==> config.mk <==
export PLATFORM = sky130hd
export DESIGN_NAME = rv32_instr_enc_flat
export DESIGN_NICKNAME = d
export VERILOG_FILES = /design/src/rtl/rv32_instr_enc_if.sv /design/src/rtl/rv32_instr_enc.sv /design/src/flat_wrapper.sv
export SDC_FILE = /design/constraint.sdc
export NUM_CORES = 1
export LEC_CHECK = 0
export BUFFER_PORTS_ARGS = -buffer_cell sky130_fd_sc_hd__buf_2
export CORE_ASPECT_RATIO = 1.4
export CORE_MARGIN = 5
export CORE_UTILIZATION = 55
export DETAILED_ROUTE_END_ITERATION = 8
export PLACE_DENSITY = 0.84
export SYNTH_ARGS = -nofsm -noshare
export SYNTH_HDL_FRONTEND = slang
export SYNTH_SLANG_ARGS = --single-unit
==> constraint.sdc <==
create_clock -name clk -period 6.2 [get_ports clk]
set_clock_uncertainty 0.05 [all_clocks]
set_input_delay 0.62 -clock clk [delete_from_list [all_inputs] [get_ports clk]]
set_output_delay 0.62 -clock clk [all_outputs]
set_load 0.01 [all_outputs]
==> src/rtl/rv32_instr_enc_if.sv <==
// Field-bundle in / packed-instruction out handshake bus for rv32_instr_enc.
// The encoder connects through the slave modport; the producer/consumer uses master.
interface rv32_instr_enc_if;
   logic        in_valid;
   logic        in_ready;
   logic [2:0]  in_fmt;
   logic [6:0]  in_opcode;
   logic [4:0]  in_rd;
   logic [4:0]  in_rs1;
   logic [4:0]  in_rs2;
   logic [2:0]  in_funct3;
   logic [6:0]  in_funct7;
   logic [31:0] in_imm;
   logic        out_valid;
   logic        out_ready;
   logic [31:0] out_instr;
   logic        out_err;

   modport master (
      output in_valid, in_fmt, in_opcode, in_rd, in_rs1, in_rs2, in_funct3, in_funct7, in_imm,
      output out_ready,
      input  in_ready, out_valid, out_instr, out_err
   );

   modport slave (
      input  in_valid, in_fmt, in_opcode, in_rd, in_rs1, in_rs2, in_funct3, in_funct7, in_imm,
      input  out_ready,
      output in_ready, out_valid, out_instr, out_err
   );
endinterface

==> src/rtl/rv32_instr_enc.sv <==
// RV32 instruction encoder: packs field bundles into 32-bit words behind a 2-entry FIFO.
// Optional immediate range checking is enabled with macro RV32_ENC_RANGE_CHECK_EN.
module rv32_instr_enc (
   input  logic              clk,
   input  logic              rst,
   rv32_instr_enc_if.slave   bus,
   output logic [15:0]       enc_count
);
   localparam int XPR_LEN = 32;

   logic [XPR_LEN-1:0] w_imm;
   logic [31:0]        w_instr;
   logic               w_fmt_err;
   logic               w_range_err;
   logic               w_push;
   logic               w_pop;

   logic [31:0]        r_instr [2];
   logic               r_err   [2];
   logic               r_rd_ptr;
   logic               r_wr_ptr;
   logic [1:0]         r_occ;
   logic [15:0]        r_count;

   assign w_imm = bus.in_imm;

   always_comb begin
      w_instr   = 32'h0000_0013;
      w_fmt_err = 1'b0;
      case (bus.in_fmt)
         3'd0: w_instr = {bus.in_funct7, bus.in_rs2, bus.in_rs1, bus.in_funct3, bus.in_rd, bus.in_opcode};
         3'd1: w_instr = {w_imm[11:0], bus.in_rs1, bus.in_funct3, bus.in_rd, bus.in_opcode};
         3'd2: w_instr = {w_imm[11:5], bus.in_rs2, bus.in_rs1, bus.in_funct3, w_imm[4:0], bus.in_opcode};
         3'd3: w_instr = {w_imm[12], w_imm[10:5], bus.in_rs2, bus.in_rs1, bus.in_funct3,
                          w_imm[4:1], w_imm[11], bus.in_opcode};
         3'd4: w_instr = {w_imm[31:12], bus.in_rd, bus.in_opcode};
         3'd5: w_instr = {w_imm[20], w_imm[10:1], w_imm[11], w_imm[19:12], bus.in_rd, bus.in_opcode};
         3'd6: w_instr = {bus.in_funct7, bus.in_rs2, w_imm[4:0], bus.in_funct3, bus.in_rd, bus.in_opcode};
         default: begin
            w_instr   = 32'h0000_0013;
            w_fmt_err = 1'b1;
         end
      endcase
   end

`ifdef RV32_ENC_RANGE_CHECK_EN
   // Signed-range checks reduce to "all bits above the field equal the sign bit".
   always_comb begin
      w_range_err = 1'b0;
      case (bus.in_fmt)
         3'd1, 3'd2: w_range_err = !((&w_imm[31:11]) || !(|w_imm[31:11]));
         3'd3:       w_range_err = w_imm[0] || !((&w_imm[31:12]) || !(|w_imm[31:12]));
         3'd4:       w_range_err = |w_imm[11:0];
         3'd5:       w_range_err = w_imm[0] || !((&w_imm[31:20]) || !(|w_imm[31:20]));
         3'd6:       w_range_err = |w_imm[31:5];
         default:    w_range_err = 1'b0;
      endcase
   end
`else
   assign w_range_err = 1'b0;
`endif

   assign bus.in_ready  = (r_occ != 2'd2);
   assign bus.out_valid = (r_occ != 2'd0);
   assign bus.out_instr = r_instr[r_rd_ptr];
   assign bus.out_err   = r_err[r_rd_ptr];
   assign enc_count     = r_count;

   assign w_push = bus.in_valid & bus.in_ready;
   assign w_pop  = bus.out_valid & bus.out_ready;

   always_ff @(posedge clk) begin
      if (rst) begin
         r_instr[0] <= '0;
         r_instr[1] <= '0;
         r_err[0]   <= 1'b0;
         r_err[1]   <= 1'b0;
         r_rd_ptr   <= 1'b0;
         r_wr_ptr   <= 1'b0;
         r_occ      <= 2'd0;
         r_count    <= '0;
      end else begin
         if (w_push) begin
            r_instr[r_wr_ptr] <= w_instr;
            r_err[r_wr_ptr]   <= w_fmt_err | w_range_err;
            r_wr_ptr          <= ~r_wr_ptr;
         end
         if (w_pop) begin
            r_rd_ptr <= ~r_rd_ptr;
            r_count  <= r_count + 16'd1;
         end
         case ({w_push, w_pop})
            2'b10:   r_occ <= r_occ + 2'd1;
            2'b01:   r_occ <= r_occ - 2'd1;
            default: r_occ <= r_occ;
         endcase
      end
   end
endmodule

==> src/flat_wrapper.sv <==
// flat-port wrapper written by rule: the top's interface ports become plain ports
module rv32_instr_enc_flat 
  (clk, rst, enc_count, bus_in_valid, bus_in_fmt, bus_in_opcode, bus_in_rd, bus_in_rs1, bus_in_rs2, bus_in_funct3, bus_in_funct7, bus_in_imm, bus_out_ready, bus_in_ready, bus_out_valid, bus_out_instr, bus_out_err);
  rv32_instr_enc_if bus_i ();
  input  logic clk;
  input  logic rst;
  output logic [15:0] enc_count;
  input wire logic [$bits(bus_i.in_valid)-1:0] bus_in_valid;
  input wire logic [$bits(bus_i.in_fmt)-1:0] bus_in_fmt;
  input wire logic [$bits(bus_i.in_opcode)-1:0] bus_in_opcode;
  input wire logic [$bits(bus_i.in_rd)-1:0] bus_in_rd;
  input wire logic [$bits(bus_i.in_rs1)-1:0] bus_in_rs1;
  input wire logic [$bits(bus_i.in_rs2)-1:0] bus_in_rs2;
  input wire logic [$bits(bus_i.in_funct3)-1:0] bus_in_funct3;
  input wire logic [$bits(bus_i.in_funct7)-1:0] bus_in_funct7;
  input wire logic [$bits(bus_i.in_imm)-1:0] bus_in_imm;
  input wire logic [$bits(bus_i.out_ready)-1:0] bus_out_ready;
  output wire logic [$bits(bus_i.in_ready)-1:0] bus_in_ready;
  output wire logic [$bits(bus_i.out_valid)-1:0] bus_out_valid;
  output wire logic [$bits(bus_i.out_instr)-1:0] bus_out_instr;
  output wire logic [$bits(bus_i.out_err)-1:0] bus_out_err;
  assign bus_i.in_valid = bus_in_valid;
  assign bus_i.in_fmt = bus_in_fmt;
  assign bus_i.in_opcode = bus_in_opcode;
  assign bus_i.in_rd = bus_in_rd;
  assign bus_i.in_rs1 = bus_in_rs1;
  assign bus_i.in_rs2 = bus_in_rs2;
  assign bus_i.in_funct3 = bus_in_funct3;
  assign bus_i.in_funct7 = bus_in_funct7;
  assign bus_i.in_imm = bus_in_imm;
  assign bus_i.out_ready = bus_out_ready;
  assign bus_in_ready = bus_i.in_ready;
  assign bus_out_valid = bus_i.out_valid;
  assign bus_out_instr = bus_i.out_instr;
  assign bus_out_err = bus_i.out_err;
  rv32_instr_enc u_core (.clk(clk), .rst(rst), .bus(bus_i), .enc_count(enc_count));
endmodule
# == After elaboration in Yosys (flattened, before gate mapping) ==
# Memory sizes are Yosys's and may differ from the RTL's. A register that Yosys moved wholly into a read port is not among the register bits.
# Cells that the tools add are included.
# classes
n_bitwise,4
mux,18
n_reduce_logical,6
addsub,3
n_eq_ne,9
# op_table
operator,n
$pmux W32 S7,1
$mux W32,1
$reduce_or A32 Y1,1
$add A16 B1 Y16 const B,1
$mux W1,15
$eq A3 B3 Y1 const B,3
$reduce_or A7 Y1,1
$eq A3 B2 Y1 const B,2
$pmux W2 S2,1
$reduce_bool A2 Y1,2
$eq A3 B1 Y1 const B,1
$logic_not A3 Y1,1
$add A2 B1 Y2 const B,1
$and A1 B1 Y1,2
$eq A2 B1 Y1 const B,1
$eq A2 B2 Y1 const B,1
$ne A2 B2 Y1 const B,1
$not A1 Y1,2
$sub A2 B1 Y2 const B,1
$reduce_or A1 Y1,1
# totals
out_inout_bits,51
word_cells,46
memories,2
input_bits,71
ram_bits,66
reg_bits,20
# memory_table
memory,words,word_bits,rd,rd_clocked_by_memory_dff,wr,line_no,source
u_core.r_instr,2,32,1,1,2,rv32_instr_enc.sv:18,logic [31:0] r_instr [2];
u_core.r_err,2,1,1,1,2,rv32_instr_enc.sv:19,logic r_err [2];

# == Longest topological paths before layout ==
# Gate-level depths: netlist (run 1).
# depth
word_depth,7
depth_mapped,6

# == Worst setup path after synthesis (run 1) ==
# No wires, ideal clock.
# synth_timing
kind,reg-to-reg
startpoint,register u_core.r_occ[0]
endpoint,memory u_core.r_err[0] (enable)
path_buffers,0
setup_time_ns,0.430
required_time_ns,5.720
stages_incl_launch_ff,4
slack_ns,3.386
arrival_ns,2.333
path_cell_list,dfxtp_1 -> nand2b_1 -> nand2_1 -> o21bai_1
# synth_rtl
item,line_no,source
from (decl),rv32_instr_enc.sv:22,logic [1:0] r_occ;
from (signal assigned),rv32_instr_enc.sv:93,2'b10: r_occ <= r_occ + 2'd1;
from (signal assigned),rv32_instr_enc.sv:94,2'b01: r_occ <= r_occ - 2'd1;
from (signal assigned),rv32_instr_enc.sv:95,default: r_occ <= r_occ;
to (decl),rv32_instr_enc.sv:19,

==> results of run 1 <==
==> final cells by class <==
cell class | instances | area (um2) | share of cell area
inverters | 7 | 26.3 | 0.00502
clock inverters | 7 | 120 | 0.0229
multi-input cells | 283 | 1820 | 0.347
well taps | 100 | 125 | 0.0239
flip-flops and latches | 87 | 2400 | 0.459
clock buffers | 9 | 124 | 0.0237
repair buffers | 123 | 621 | 0.119
==> placed cells by master, fill, tap and decap left out, types with 2 or more instances in the layout <==
master and instances:
or3_1 7, dfxtp_1 21, nand2b_1 2, nor3_1 7, a221oi_1 4, nand2_1 22
o211ai_1 2, nor2b_1 14, mux2_2 34, nor4_1 4, a22oi_1 8, a21o_1 2
xor2_1 5, xnor2_1 10, o21ai_0 11, a21oi_1 12, mux2i_1 14, a211o_1 3
nand4_1 7, o22ai_1 3, nor2_1 89, a22o_1 6, buf_2 121, inv_1 6
buf_4 2, edfxtp_1 66, nand3_1 4, ha_1 2, bufinv_16 3, clkbuf_8 9
==> cell families (layout without fill, tap and decap cells) <==
kind of cell | count (synthesis) | in the layout | share of synthesized area
xor+xnor | 15 | 15 | 0.0302
mux | 49 | 49 | 0.126
compound gates | 56 | 56 | 0.0870
fa+ha+maj | 2 | 2 | 0.00576
flops | 87 | 87 | 0.553
buf+inv | 30 | 146 | 0.0323
simple gates | 161 | 161 | 0.166
==> state kept, by name, summed over array words and instances, names as in the netlist, named ones only <==
signal and count:
u_core.r_occ 2, u_core.r_err 2, u_core.r_rd_ptr 1, u_core.enc_count 16
u_core.r_wr_ptr 1, u_core.r_instr 64
==> metal layers <==
metal  track usage  vias up
met5             0        -
met1         0.260     1606
li1              -     1658
met3        0.0695       13
met4        0.0623        0
met2         0.385      164
==> path summary, 6_finish.rpt <==
check	start	endpoint	cells past startpoint
hold reg to reg	u_core.enc_count[1]	u_core.enc_count[1]	2
hold / removal	u_core.enc_count[1]	u_core.enc_count[1]	2
setup / recovery	flip-flop	bus_out_instr[23]	3
setup reg to reg	u_core.r_occ[0]	u_core.r_instr[0][27]	4
==> power by group <==
part	switching (mW)	total, mW	internal (mW)
Sequential	0.0342	0.756	0.722
Clock	0.204	0.473	0.269
Combinational	0.265	0.482	0.217
==> worst reg2reg max path, cell delays in order, from the launching register on <==
cell	delay, ps
dfxtp_1	380
nand2b_1	220
nand2_1	210
or3_1	960
nor2_1	130
==> through the flow <==
step                      instance area [um2]  hold slack, ps   util  setup WS [ps]  instances
after floorplan                          4340             431      -           3390        400
after global placement                   4990             446  0.644           3680        600
after detailed placement                 4990             456  0.644           3630        600
after CTS                                5230             472  0.675           3870        616
after global routing                     5230             485  0.675           3790        616
final                                    5230             471  0.675           3900        616
==> impl_metrics.csv, run 1 <==
group,metric,value,unit
synth,synth-seq-cells,87,
routing,drc,0,
routing,first_iter_violations,187,
synth,yosysUniqueCellTypes,41,
pwr,vdd_drop_max,0.260,mV
setup_path,required,5530,ps
synth,synthTopCellsByCount,"nor2_1, edfxtp_1, mux2_2, nand2_1, dfxtp_1",
grt,grt_pass1_wl,16.7,mm
clock_network,clock_latency,350,ps
floorplanning,die_w,85.1,um
routing,routed.top_layer,"met4",
setup_path,critPathTopFamily,"buffers and inverters",
timing,slew_headroom,0.190,
synth,yosys_warnings,0,
timing,tns,0,ps
grt,grt_overflow,0,
clock_network,clock-sinks,87,
floorplanning,io_pins,122,
clock_network,cts_setup_buffers,0,
floorplanning,coreArea,7750,um2
routing,postRouteAntennaNets,0,
layout,layout-area-overhead-vs-synth,20.5,%
grt,antenna_found_initial,0,
layout,antenna-diode-count,0,
floorplanning,start_util,0.561,
clock_network,cts_tree,"yes",
synth,yosysMostFrequentCell,"nor2_1",
timing,rsz0062_at_grt,"false",
synth,synth_nets,473,
outcome,status,"complete, no violations",
grt,grt_pass1_vias,3537,
routing,wirelength,10.3,mm
clock_network,root_buffer,"clkbuf_8",
pwr,p_leak,2.20,nW
synth,syn_area,4340,um2
setup_path,cp_slowest_stage_delay,410,ps
floorplanning,dieHeight,115,um
clock_network,clockBufferDepth,2,
setup_path,path_class,"flip-flop to output port",
timing,fin_crit_sh,0.370,
run,timing.max_cap.violations,0,
layout,drive_above_1_share,0.345,
timing,max_freq,436,MHz
clock_network,holdBufCountCts,0,
placement,gp_congestion,0.855,
synth,seq_area_frac_synth,0.553,
synth,syn_avg_cell_area,10.9,um2
setup_path,cp-start-kind,"flip-flop",
timing,hold_viol,0,
routing,dr.pass1.iters,5,
synth,synth.top_cell.area_share,0.456,
synth,synthFlopType,"edfxtp_1",
floorplanning,dieArea,9800,um2
timing,drv_slew,0,
setup_path,ff2ff_setup_slack,3970,ps
setup_path,cp_cell_sequence,"buf_4 > mux2_2 > buf_2",
layout,fillers,595,
synth,yosys-top-cells-area,"edfxtp_1, dfxtp_1, mux2_2, nor2_1, mux2i_1",
timing,worst-slew-pin-transition,1220,ps
synth,async_flop_share,0,
grt,grt_max_degree,35,
placement,post-dp-hpwl,7.31,mm
pwr,finalPower,1.71,mW
setup_path,critical_path_arrival,1630,ps
grt,grt.total_usage,0.220,
clock_network,numCtsBuffers,9,
clock_network,clk_pin_slew,80,ps
routing,wl_per_cell,16.8,um
setup_path,cp_num_buf_inv,2,
setup_path,path_max_fanout,33,
synth,syn-instance-count,400,
pwr,pwr_density_cell,327,nW/um2
setup_path,endpoint_kind,"output port",
timing,setup_violations,0,
routing,drt-vias-per-instance,5.59,
placement,portBuffers,121,
worst_hold_path,hold_path_class,"flip-flop to flip-flop",
layout,final_nets,584,
setup_path,slowest_stage,"mux2_2",
clock_network,ctsHtreeMaxLevel,3,
timing,min_period,2300,ps
synth,yosysTopAreaCell,"edfxtp_1",
clock_network,ctsResizeCount,0,
routing,wl_met2,5.15,mm
routing,vias,3441,
floorplanning,rows,38,
routing,met3_length,1.13,mm
synth,synth_edf_count,66,
routing,wl_met1,3.89,mm
(Power assumes the default switching activity.)
==> inputs of run 2 (changes only) <==
--- a/config.mk
+++ b/config.mk
@@ -8,9 +8,9 @@
 export BUFFER_PORTS_ARGS = -buffer_cell sky130_fd_sc_hd__buf_2
 export CORE_ASPECT_RATIO = 1.4
 export CORE_MARGIN = 5
-export CORE_UTILIZATION = 55
+export CORE_UTILIZATION = 47
 export DETAILED_ROUTE_END_ITERATION = 8
-export PLACE_DENSITY = 0.84
+export PLACE_DENSITY = 0.76
 export SYNTH_ARGS = -nofsm -noshare
 export SYNTH_HDL_FRONTEND = slang
 export SYNTH_SLANG_ARGS = --single-unit
==> constraint.sdc (replaced) <==
create_clock -name clk -period 1.9 [get_ports clk]
set_clock_uncertainty 0.05 [all_clocks]
set_input_delay 0.19 -clock clk [delete_from_list [all_inputs] [get_ports clk]]
set_output_delay 0.19 -clock clk [all_outputs]
set_load 0.01 [all_outputs]
==> run 2 against run 1 <==
Against the previous run:
- sequential power rose to 3.3 times the previous value
- setup slack got worse by 3700 ps
- count of clock-buffer cells in the layout rose by 5
- core utilization down 7.6 points
- first-iteration DRC count is 2.7% lower
- largest cell class unchanged
- die area up 15%
- highest routed layer unchanged
- critical endpoint is now u_core.r_occ[1]
- largest power group unchanged
==> impl_metrics.csv, run 2 (synthesis results as in run 1) <==
group,metric,value,unit
floorplanning,start_util,0.481,
timing,slew_headroom,0.685,
floorplanning,coreArea,9030,um2
layout,fin_area,5410,um2
layout,layout_commonest_cell,"buf_2",
floorplanning,rows,41,
clock_network,ctsResizeCount,0,
clock_network,root_buffer,"clkbuf_16",
grt,antenna_found_initial,0,
routing,met3_length,870,um
setup_path,required,2120,ps
layout,fillers,763,
layout,largest-register,"u_core.r_instr",
pwr,vdd_drop_max,0.713,mV
setup_path,worstSetupStartpoint,"u_core.r_occ[1]",
clock_network,clk_pin_slew,60,ps
routing,wl_met2,5.40,mm
clock_network,cts_setup_buffers,0,
floorplanning,die_w,91.3,um
worst_hold_path,hold_path_class,"input port to flip-flop",
clock_network,holdBufCountCts,0,
timing,setup_violations,0,
timing,timing.hold.ws,108,ps
layout,largest_reg_flops,64,
clock_network,numCtsBuffers,9,
outcome,status,"complete, no violations",
layout,layout_common_cells,"buf_2, nor2_1, edfxtp_1, mux2_2, nand2_1",
setup_path,endpoint_kind,"flip-flop",
setup_path,cp_slowest_stage_delay,360,ps
layout,drive_above_1_share,0.356,
layout,antenna-diode-count,0,
pwr,finalPower,5.95,mW
timing,worst-slew-pin-transition,467,ps
layout,layout-area-overhead-vs-synth,24.6,%
setup_path,critical_path_arrival,1950,ps
routing,postRouteAntennaNets,0,
pwr,pwr_density_cell,1100,nW/um2
routing,wirelength,10.8,mm
timing,fin_crit_sh,0.910,
placement,place_area,5100,um2
setup_path,cp_cell_sequence,"o21ai_2 > clkinv_1 > ha_1 > or3_1 > a21oi_1",
routing,dr.pass1.iters,4,
placement,gp_congestion,0.835,
timing,hold_viol,0,
setup_path,cp_num_buf_inv,1,
clock_network,clock-sinks,87,
routing,drt-vias-per-instance,5.54,
routing,drc,0,
timing,drv_slew,0,
floorplanning,dieArea,11300,um2
pwr,p_leak,2.29,nW
setup_path,cp-start-kind,"flip-flop",
floorplanning,dieHeight,124,um
timing,min_period,1730,ps
floorplanning,io_pins,122,
timing,rsz0062_at_grt,"false",
run,timing.max_cap.violations,0,
setup_path,slowest_stage,"dfxtp_1",
grt,grt_pass1_vias,3520,
setup_path,path_max_fanout,6,
grt,grt_pass1_wl,17.2,mm
timing,tns,0,ps
placement,post-dp-hpwl,7.77,mm
routing,wl_met1,4.43,mm
timing,max_freq,578,MHz
clock_network,clock_latency,330,ps
routing,wl_per_cell,17.1,um
clock_network,clockBufferDepth,2,
placement,portBuffers,121,
worst_hold_path,min_from,"bus_in_opcode[4]",
setup_path,regToRegStartpoint,"u_core.r_occ[1]",
setup_path,critPathTopFamily,"compound AO/OA/AOI/OAI gates",
clock_network,ctsHtreeMaxLevel,3,
routing,first_iter_violations,182,
clock_network,cts_tree,"yes",
routing,vias,3509,
setup_path,path_class,"flip-flop to flip-flop",
grt,grt_max_degree,34,
grt,grt_overflow,0,
layout,final_nets,594,
layout,fin_util,0.600,
routing,routed.top_layer,"met4",
grt,grt.total_usage,0.194,
## run 2: path summary, 6_finish.rpt
kind / end / slack, ps / cells after the start
min reg2reg: u_core.r_rd_ptr / 460 / 2
min: u_core.r_instr[0][4] / 110 / 3
max reg2reg: u_core.r_occ[1] / 170 / 5
max: u_core.r_occ[1] / 170 / 5
## run 2: power breakdown
part	switching, mW	total, mW	internal [mW]	leakage [nW]
Combinational	0.876	1.65	0.770	1.27
Clock	0.686	1.83	1.15	0.159
Sequential	0.119	2.47	2.35	0.870
Total	1.68	5.95	4.27	2.29
## run 2: area by class of cell
cell class                 instances  area (um2)  area share
sequential                        87        2400       0.444
clock buffer                      14         278      0.0513
inverter                           7        26.3     0.00485
clock inverter                     2        36.3     0.00670
tap                              107         134      0.0247
timing repair buffer             133         721       0.133
multi-input combinational        283        1820       0.335
## run 2: worst min-delay path, delay by kind of cell
kind	cells	cell delay [ps]
simple gates	2	110
buf+inv	1	80
## run 2: layer usage
metal / vias up / global-route usage
li1: 1689 / -
met1: 1684 / 0.231
met2: 128 / 0.337
met3: 8 / 0.0610
met4: 0 / 0.0587
met5: - / 0
## run 2: metrics by stage
step	worst slack (ps)	std cells
final	171	633
after global routing	39.9	633
after CTS	173	633
after detailed placement	178	617
after global placement	254	617
after floorplan	104	400
